## config.mk

```make
export PLATFORM = sky130hd
export DESIGN_NAME = irq_ctrl_flat
export DESIGN_NICKNAME = d
export VERILOG_FILES = /design/src/rtl/irq_ctrl_pkg.sv /design/src/rtl/irq_ctrl_if.sv /design/src/rtl/irq_ctrl_btn_debounce.sv /design/src/rtl/irq_ctrl.sv /design/src/flat_wrapper.sv
export SDC_FILE = /design/constraint.sdc
export NUM_CORES = 1
export LEC_CHECK = 0
export ABC_CLOCK_PERIOD_IN_PS = 1700
export BUFFER_PORTS_ARGS = -buffer_cell sky130_fd_sc_hd__buf_2
export CAP_MARGIN = 20
export CORE_ASPECT_RATIO = 1.25
export CORE_MARGIN = 1
export CORE_UTILIZATION = 50
export DETAILED_ROUTE_END_ITERATION = 7
export PLACE_DENSITY = 0.75
export SLEW_MARGIN = 20
export SYNTH_ARGS = -nofsm -noshare
export SYNTH_HDL_FRONTEND = slang
export SYNTH_SLANG_ARGS = --single-unit
```

## constraint.sdc

```tcl
create_clock -name clk -period 1.7 [get_ports clk]
set_input_delay 0.51 -clock clk [delete_from_list [all_inputs] [get_ports clk]]
set_output_delay 0.51 -clock clk [all_outputs]
set_load 0.05 [all_outputs]
```

## src/rtl/irq_ctrl_pkg.sv

```systemverilog
// Shared types and defaults for the prioritised interrupt controller.
// Holds the FSM state encoding and the vector arithmetic helper.
package irq_ctrl_pkg;

  typedef enum logic [1:0] {
    ST_IDLE    = 2'd0,
    ST_REQ     = 2'd1,
    ST_SERVICE = 2'd2
  } state_e;

  localparam int VEC_BASE_DEF   = 2;
  localparam int VEC_STRIDE_DEF = 2;

  // Vector wraps modulo 256 by truncation.
  function automatic logic [7:0] calc_vector(input int base, input int stride, input int id);
    return 8'(base + id * stride);
  endfunction

endpackage

```

## src/rtl/irq_ctrl_if.sv

```systemverilog
// CPU-side irq/ack handshake bundle between the controller and the CPU core.
// The slave modport is the controller; the master modport is the CPU.
interface irq_ctrl_if;
  logic       ack;
  logic       eoi;
  logic       ei;
  logic       di;
  logic       irq;
  logic [7:0] vector;
  logic       ie;
  logic       in_service;

  modport master (
    output ack, eoi, ei, di,
    input  irq, vector, ie, in_service
  );

  modport slave (
    input  ack, eoi, ei, di,
    output irq, vector, ie, in_service
  );
endinterface

```

## src/rtl/irq_ctrl_btn_debounce.sv

```systemverilog
// Per-button input path: 2-flop synchroniser, tick-sampled debounce and a
// one-cycle press pulse on the debounced rising edge.
module btn_debounce (
  input  logic clk,
  input  logic rst,
  input  logic tick,
  input  logic src_n,
  output logic press
);

  logic sync1_q, sync1_d;
  logic sync2_q, sync2_d;
  logic prev_q, prev_d;
  logic deb_q, deb_d;
  logic press_q, press_d;

  always_comb begin
    sync1_d = ~src_n;
    sync2_d = sync1_q;
    prev_d  = prev_q;
    deb_d   = deb_q;
    // Level must match on two consecutive ticks before deb follows it.
    if (tick) begin
      prev_d = sync2_q;
      if (sync2_q == prev_q) deb_d = sync2_q;
    end
    press_d = deb_d & ~deb_q;
  end

  always_ff @(posedge clk) begin
    if (rst) begin
      sync1_q <= 1'b0;
      sync2_q <= 1'b0;
      prev_q  <= 1'b0;
      deb_q   <= 1'b0;
      press_q <= 1'b0;
    end else begin
      sync1_q <= sync1_d;
      sync2_q <= sync2_d;
      prev_q  <= prev_d;
      deb_q   <= deb_d;
      press_q <= press_d;
    end
  end

  assign press = press_q;

endmodule

```

## src/rtl/irq_ctrl.sv

```systemverilog
// Prioritised interrupt controller: debounced button presses become pending
// requests, granted one at a time to the CPU through an irq/ack/eoi handshake.
//
//   state      | meaning
//   -----------+-----------------------------------------------------------
//   ST_IDLE    | waiting for ie and an unmasked pending request
//   ST_REQ     | irq raised, id/vector frozen until ack or withdrawal
//   ST_SERVICE | handler running, waiting for eoi
module irq_ctrl
  import irq_ctrl_pkg::*;
#(
  parameter int N_SRC      = 4,
  parameter int DEB_BITS   = 16,
  parameter int VEC_BASE   = VEC_BASE_DEF,
  parameter int VEC_STRIDE = VEC_STRIDE_DEF
) (
  input  logic             clk,
  input  logic             rst,
  input  logic [N_SRC-1:0] src_n,
  input  logic             mask_we,
  input  logic [N_SRC-1:0] mask_wdata,
  output logic [N_SRC-1:0] mask,
  output logic [N_SRC-1:0] pending,
  irq_ctrl_if.slave        cpu
);

  localparam int ID_W = (N_SRC > 1) ? $clog2(N_SRC) : 1;

  logic [DEB_BITS-1:0] prescaler_q, prescaler_d;
  logic                tick;
  logic [N_SRC-1:0]    press;

  state_e           state_q, state_d;
  logic [ID_W-1:0]  id_q, id_d;
  logic [7:0]       vector_q, vector_d;
  logic             irq_q, irq_d;
  logic             in_service_q, in_service_d;
  logic             ie_q, ie_d;
  logic [N_SRC-1:0] mask_q, mask_d;
  logic [N_SRC-1:0] pending_q, pending_d;

  logic [N_SRC-1:0] req;
  logic [N_SRC-1:0] pend_clr;
  logic [ID_W-1:0]  grant_id;

  assign prescaler_d = prescaler_q + {{(DEB_BITS-1){1'b0}}, 1'b1};
  assign tick        = &prescaler_q;

  for (genvar g = 0; g < N_SRC; g++) begin : g_src
    btn_debounce u_deb (
      .clk   (clk),
      .rst   (rst),
      .tick  (tick),
      .src_n (src_n[g]),
      .press (press[g])
    );
  end

  assign req = pending_q & mask_q;

  // Lowest set index wins.
  always_comb begin
    grant_id = '0;
    for (int i = N_SRC - 1; i >= 0; i--) begin
      if (req[i]) grant_id = ID_W'(i);
    end
  end

  always_comb begin
    state_d      = state_q;
    id_d         = id_q;
    vector_d     = vector_q;
    irq_d        = irq_q;
    in_service_d = in_service_q;
    ie_d         = ie_q;
    mask_d       = mask_q;
    pend_clr     = '0;

    if (mask_we) mask_d = mask_wdata;
    if (cpu.ei)  ie_d = 1'b1;
    if (cpu.di)  ie_d = 1'b0;

    case (state_q)
      ST_IDLE: begin
        if (ie_q && (|req)) begin
          id_d     = grant_id;
          vector_d = calc_vector(VEC_BASE, VEC_STRIDE, int'(grant_id));
          irq_d    = 1'b1;
          state_d  = ST_REQ;
        end
      end
      ST_REQ: begin
        // ack takes precedence over a same-cycle withdrawal.
        if (cpu.ack) begin
          pend_clr[id_q] = 1'b1;
          irq_d          = 1'b0;
          in_service_d   = 1'b1;
          ie_d           = 1'b0;
          state_d        = ST_SERVICE;
        end else if (cpu.di || !mask_q[id_q]) begin
          irq_d   = 1'b0;
          state_d = ST_IDLE;
        end
      end
      ST_SERVICE: begin
        if (cpu.eoi) begin
          in_service_d = 1'b0;
          state_d      = ST_IDLE;
        end
      end
      default: begin
        irq_d        = 1'b0;
        in_service_d = 1'b0;
        state_d      = ST_IDLE;
      end
    endcase

    // A press coinciding with its own ack re-arms the request.
    pending_d = (pending_q & ~pend_clr) | press;
  end

  always_ff @(posedge clk) begin
    if (rst) begin
      prescaler_q  <= '0;
      state_q      <= ST_IDLE;
      id_q         <= '0;
      vector_q     <= 8'(VEC_BASE);
      irq_q        <= 1'b0;
      in_service_q <= 1'b0;
      ie_q         <= 1'b0;
      mask_q       <= '1;
      pending_q    <= '0;
    end else begin
      prescaler_q  <= prescaler_d;
      state_q      <= state_d;
      id_q         <= id_d;
      vector_q     <= vector_d;
      irq_q        <= irq_d;
      in_service_q <= in_service_d;
      ie_q         <= ie_d;
      mask_q       <= mask_d;
      pending_q    <= pending_d;
    end
  end

  assign cpu.irq        = irq_q;
  assign cpu.vector     = vector_q;
  assign cpu.ie         = ie_q;
  assign cpu.in_service = in_service_q;
  assign mask           = mask_q;
  assign pending        = pending_q;

endmodule

```

## src/flat_wrapper.sv

```systemverilog
// flat-port wrapper written by rule: the top's interface ports become plain ports
module irq_ctrl_flat import irq_ctrl_pkg::*;
#(
  parameter int N_SRC      = 4,
  parameter int DEB_BITS   = 16,
  parameter int VEC_BASE   = VEC_BASE_DEF,
  parameter int VEC_STRIDE = VEC_STRIDE_DEF
)
  (clk, rst, src_n, mask_we, mask_wdata, mask, pending, cpu_ack, cpu_eoi, cpu_ei, cpu_di, cpu_irq, cpu_vector, cpu_ie, cpu_in_service);
  irq_ctrl_if cpu_i ();
  input  logic clk;
  input  logic rst;
  input  logic [N_SRC-1:0] src_n;
  input  logic mask_we;
  input  logic [N_SRC-1:0] mask_wdata;
  output logic [N_SRC-1:0] mask;
  output logic [N_SRC-1:0] pending;
  input wire logic [$bits(cpu_i.ack)-1:0] cpu_ack;
  input wire logic [$bits(cpu_i.eoi)-1:0] cpu_eoi;
  input wire logic [$bits(cpu_i.ei)-1:0] cpu_ei;
  input wire logic [$bits(cpu_i.di)-1:0] cpu_di;
  output wire logic [$bits(cpu_i.irq)-1:0] cpu_irq;
  output wire logic [$bits(cpu_i.vector)-1:0] cpu_vector;
  output wire logic [$bits(cpu_i.ie)-1:0] cpu_ie;
  output wire logic [$bits(cpu_i.in_service)-1:0] cpu_in_service;
  assign cpu_i.ack = cpu_ack;
  assign cpu_i.eoi = cpu_eoi;
  assign cpu_i.ei = cpu_ei;
  assign cpu_i.di = cpu_di;
  assign cpu_irq = cpu_i.irq;
  assign cpu_vector = cpu_i.vector;
  assign cpu_ie = cpu_i.ie;
  assign cpu_in_service = cpu_i.in_service;
  irq_ctrl #(.N_SRC(N_SRC), .DEB_BITS(DEB_BITS), .VEC_BASE(VEC_BASE), .VEC_STRIDE(VEC_STRIDE)) u_core (.clk(clk), .rst(rst), .src_n(src_n), .mask_we(mask_we), .mask_wdata(mask_wdata), .mask(mask), .pending(pending), .cpu(cpu_i));
endmodule
```

==> reports/results.ini <==
[clock_tree]
cts_hold_buf = 0
clock-root-buffer = clkbuf_8
insertion_delay_ns = 0.31
clk_path_buf_depth = 2
cts-htree-levels = 2
cts_tree = yes
cts_sinks = 54
cts_inserted_buffers = 5
cts.clk_slew.worst_paths_ns = 0.09

[setup_path]
worstReg2RegStart = u_core.prescaler_q[1]
start_kind = flop
cp.required_ns = 1.94
crit_path_end = u_core.prescaler_q[14]
worstRegToRegCells = 6
cp-end-kind = flop
critPathKind = reg2reg
startpoint = u_core.prescaler_q[1]
rrSetupSlack_ns = 0.11
r2r-end = u_core.prescaler_q[14]
cp_max_fo = 5
crit_arrival_ns = 1.83

[timing]
setup_viol = 0
max_freq_mhz = 630
fin_crit_sh_pct = 93.3
totalNegativeSetupSlack_ns = 0
period_needed_ns = 1.59
skew_ns = 0.00817
rsz0062_at_grt = no
hold_viol_final = 0
fin_ws_ns = 0.114
slew_violations = 0

[floorplan]
fp.dieArea_um2 = 4610
core_um2 = 4130
die_h_um = 75.7
die_x_um = 60.9
fp-row-count = 26
start_util_pct = 52.5
ioPinCount = 34

[grt]
grt_pass1_wl_mm = 6.39
grt_util_all_layers_pct = 18.5
grt_pass1_vias = 1514
grt_max_degree = 24
antenna_found_initial = 0
overflow = 0

[final_layout]
drive_gt1_share_pct = 25.8
antenna-diode-count = 0
area.growth.synth_to_final_pct = 18.1
nNetsFinal = 288
mostFrequentLayoutCell = dfxtp_1
final_cell_mix = 44 x dfxtp_1, 31 x nor2_1, 28 x buf_2, 22 x nand2_1, 14 x a21oi_1
stdcell_count = 327

[logic_synthesis]
ys_seq_area_share_pct = 49.8
synth_edf_count = 0
syn-instance-count = 232
avgSynthCellArea_um2 = 9.36
yosys_most_used_dff = dfxtp_1
synth-seq-cells = 54
synthesis.area_um2 = 2170
yosys_warnings = 0
synth_cell_type_count = 48
async_flop_share_pct = 0

[placed_design]
io_buffers = 28
gp_congestion = 0.774
dp_hpwl_mm = 2.69
dp.cells = 320
place_ws_ns = 0.0629

[pwr]
p_leak_nw = 0.950
vdd_drop_max_mv = 0.780
pwr_density_cell_nw_per_um2 = 889

[detailed_routing]
drt_iter0_markers = 80
first_pass_iters = 5
wl_mm = 3.69
ant_nets = 0
vias = 1669
drc_errors = 0
post_drt_via_cell_ratio = 5.10
avgRoutedWirePerCell_um = 11.3

[job]
drv_cap = 0

[outcome]
status = finished clean

[worst_hold_path]
hold_class = in2reg

==> synthesized netlist by cell type (2+ instances only) <==
cell type,number,area [um^2]
mux2i_1,3,30.0
dfxtp_1,54,1080
a211o_1,4,35.0
buf_4,5,37.5
nor2_1,31,116
inv_1,4,15.0
nand2_1,22,82.6
nand3_1,8,40.0
nor2b_1,11,68.8
ha_1,2,25.0
nand4_1,3,18.8
nand3b_1,2,15.0
xor2_1,2,17.5
o21ai_0,8,40.0
nor4_1,3,18.8
a21oi_1,14,70.1
or3_1,3,18.8
a31oi_1,4,25.0
xnor2_1,8,70.1
nor3_1,7,35.0
clkbuf_1,7,26.3
==> power by group <==
group	switching [W]	leakage [nW]	total (W)	internal [W]
combinational	0.0000926	0.456	0.000140	0.0000472
clock	0.000398	0.0542	0.000831	0.000433
sequential	0.0000188	0.440	0.00131	0.00129
==> cell type report <==
cell class                      count  area, um^2
Tap cell                           56        70.1
Sequential cell                    54        1090
Clock buffer                        5        68.8
Timing Repair Buffer               41         250
Multi-Input combinational cell    165        1030
Clock inverter                      2        38.8
Fill cell                         359        1570
Inverter                            4        15.0
==> critical path, cell delays in order (launching register included) <==
cell	delay, ns
dfxtp_2	0.35
ha_2	0.18
nand4_2	0.10
buf_4	0.18
or2_1	0.24
or3_1	0.35
a21oi_1	0.14
==> registers in the layout, summed over array words and instances (netlist names), 2 cells and up <==
signal / count
u_core.mask: 4
u_core.g_src.u_deb.prev_q: 4
u_core.g_src.u_deb.deb_q: 4
u_core.prescaler_q: 16
u_core.g_src.u_deb.sync1_q: 4
u_core.id_q: 2
u_core.pending: 4
u_core.g_src.u_deb.press: 4
u_core.g_src.u_deb.sync2_q: 4
u_core.cpu.vector: 3
u_core.state_q: 2
==> worst min-delay path by stage <==
stage | to | from | cells after the start
after floorplan | u_core.g_src[0].u_deb.press | u_core.g_src[0].u_deb.deb_q | 1
after global placement | u_core.g_src[1].u_deb.sync2_q | u_core.g_src[1].u_deb.sync1_q | 1
after detailed placement | u_core.g_src[2].u_deb.sync2_q | u_core.g_src[2].u_deb.sync1_q | 1
after CTS | u_core.g_src[3].u_deb.sync1_q | src_n[3] | 2
after global routing | u_core.g_src[0].u_deb.sync1_q | src_n[0] | 2
final | u_core.g_src[3].u_deb.sync1_q | src_n[3] | 2
==> metrics by stage <==
step	power [W]	area, um^2	utilization, %	hold slack, ns
after floorplan	0.00144	2200	-	0.413
after global placement	0.00147	2450	59.2	0.415
after detailed placement	0.00148	2450	59.2	0.422
after CTS	0.00231	2550	61.8	0.332
after global routing	0.00238	2560	62.1	0.330
final	0.00228	2560	62.1	0.346
==> metal layers <==
| layer | vias to the layer above | GRT usage (%) | wire length, um |
|---|---|---|---|
| met5 | - | 0 | 0 |
| met4 | 0 | 7.58 | 65 |
| met3 | 7 | 4.07 | 150 |
| met2 | 35 | 31.9 | 1840 |
| met1 | 755 | 22.0 | 1630 |
| li1 | 872 | - | - |
==> what timing repair did <==
item / CTS / global route
endpoints found under the setup margin: 0 / 8
resized for setup: 0 / 4
buffers inserted: 0 / 0
==> cells by family (layout without fill, tap and decap cells) <==
| family | Yosys count | in the layout | share of synthesized area (%) |
|---|---|---|---|
| DFF | 54 | 54 | 49.8 |
| xor gates and xnor gates | 10 | 10 | 4.03 |
| muxes | 4 | 4 | 2.42 |
| and+or+nand+nor | 106 | 106 | 26.5 |
| AOI/OAI and AO/OA | 38 | 38 | 12.0 |
| buffers and inverters | 17 | 52 | 3.86 |
| adders and majority gates | 2 | 2 | 1.15 |
| other | 1 | 5 | 0.173 |
Note: power is estimated with default switching activity, not from simulation.
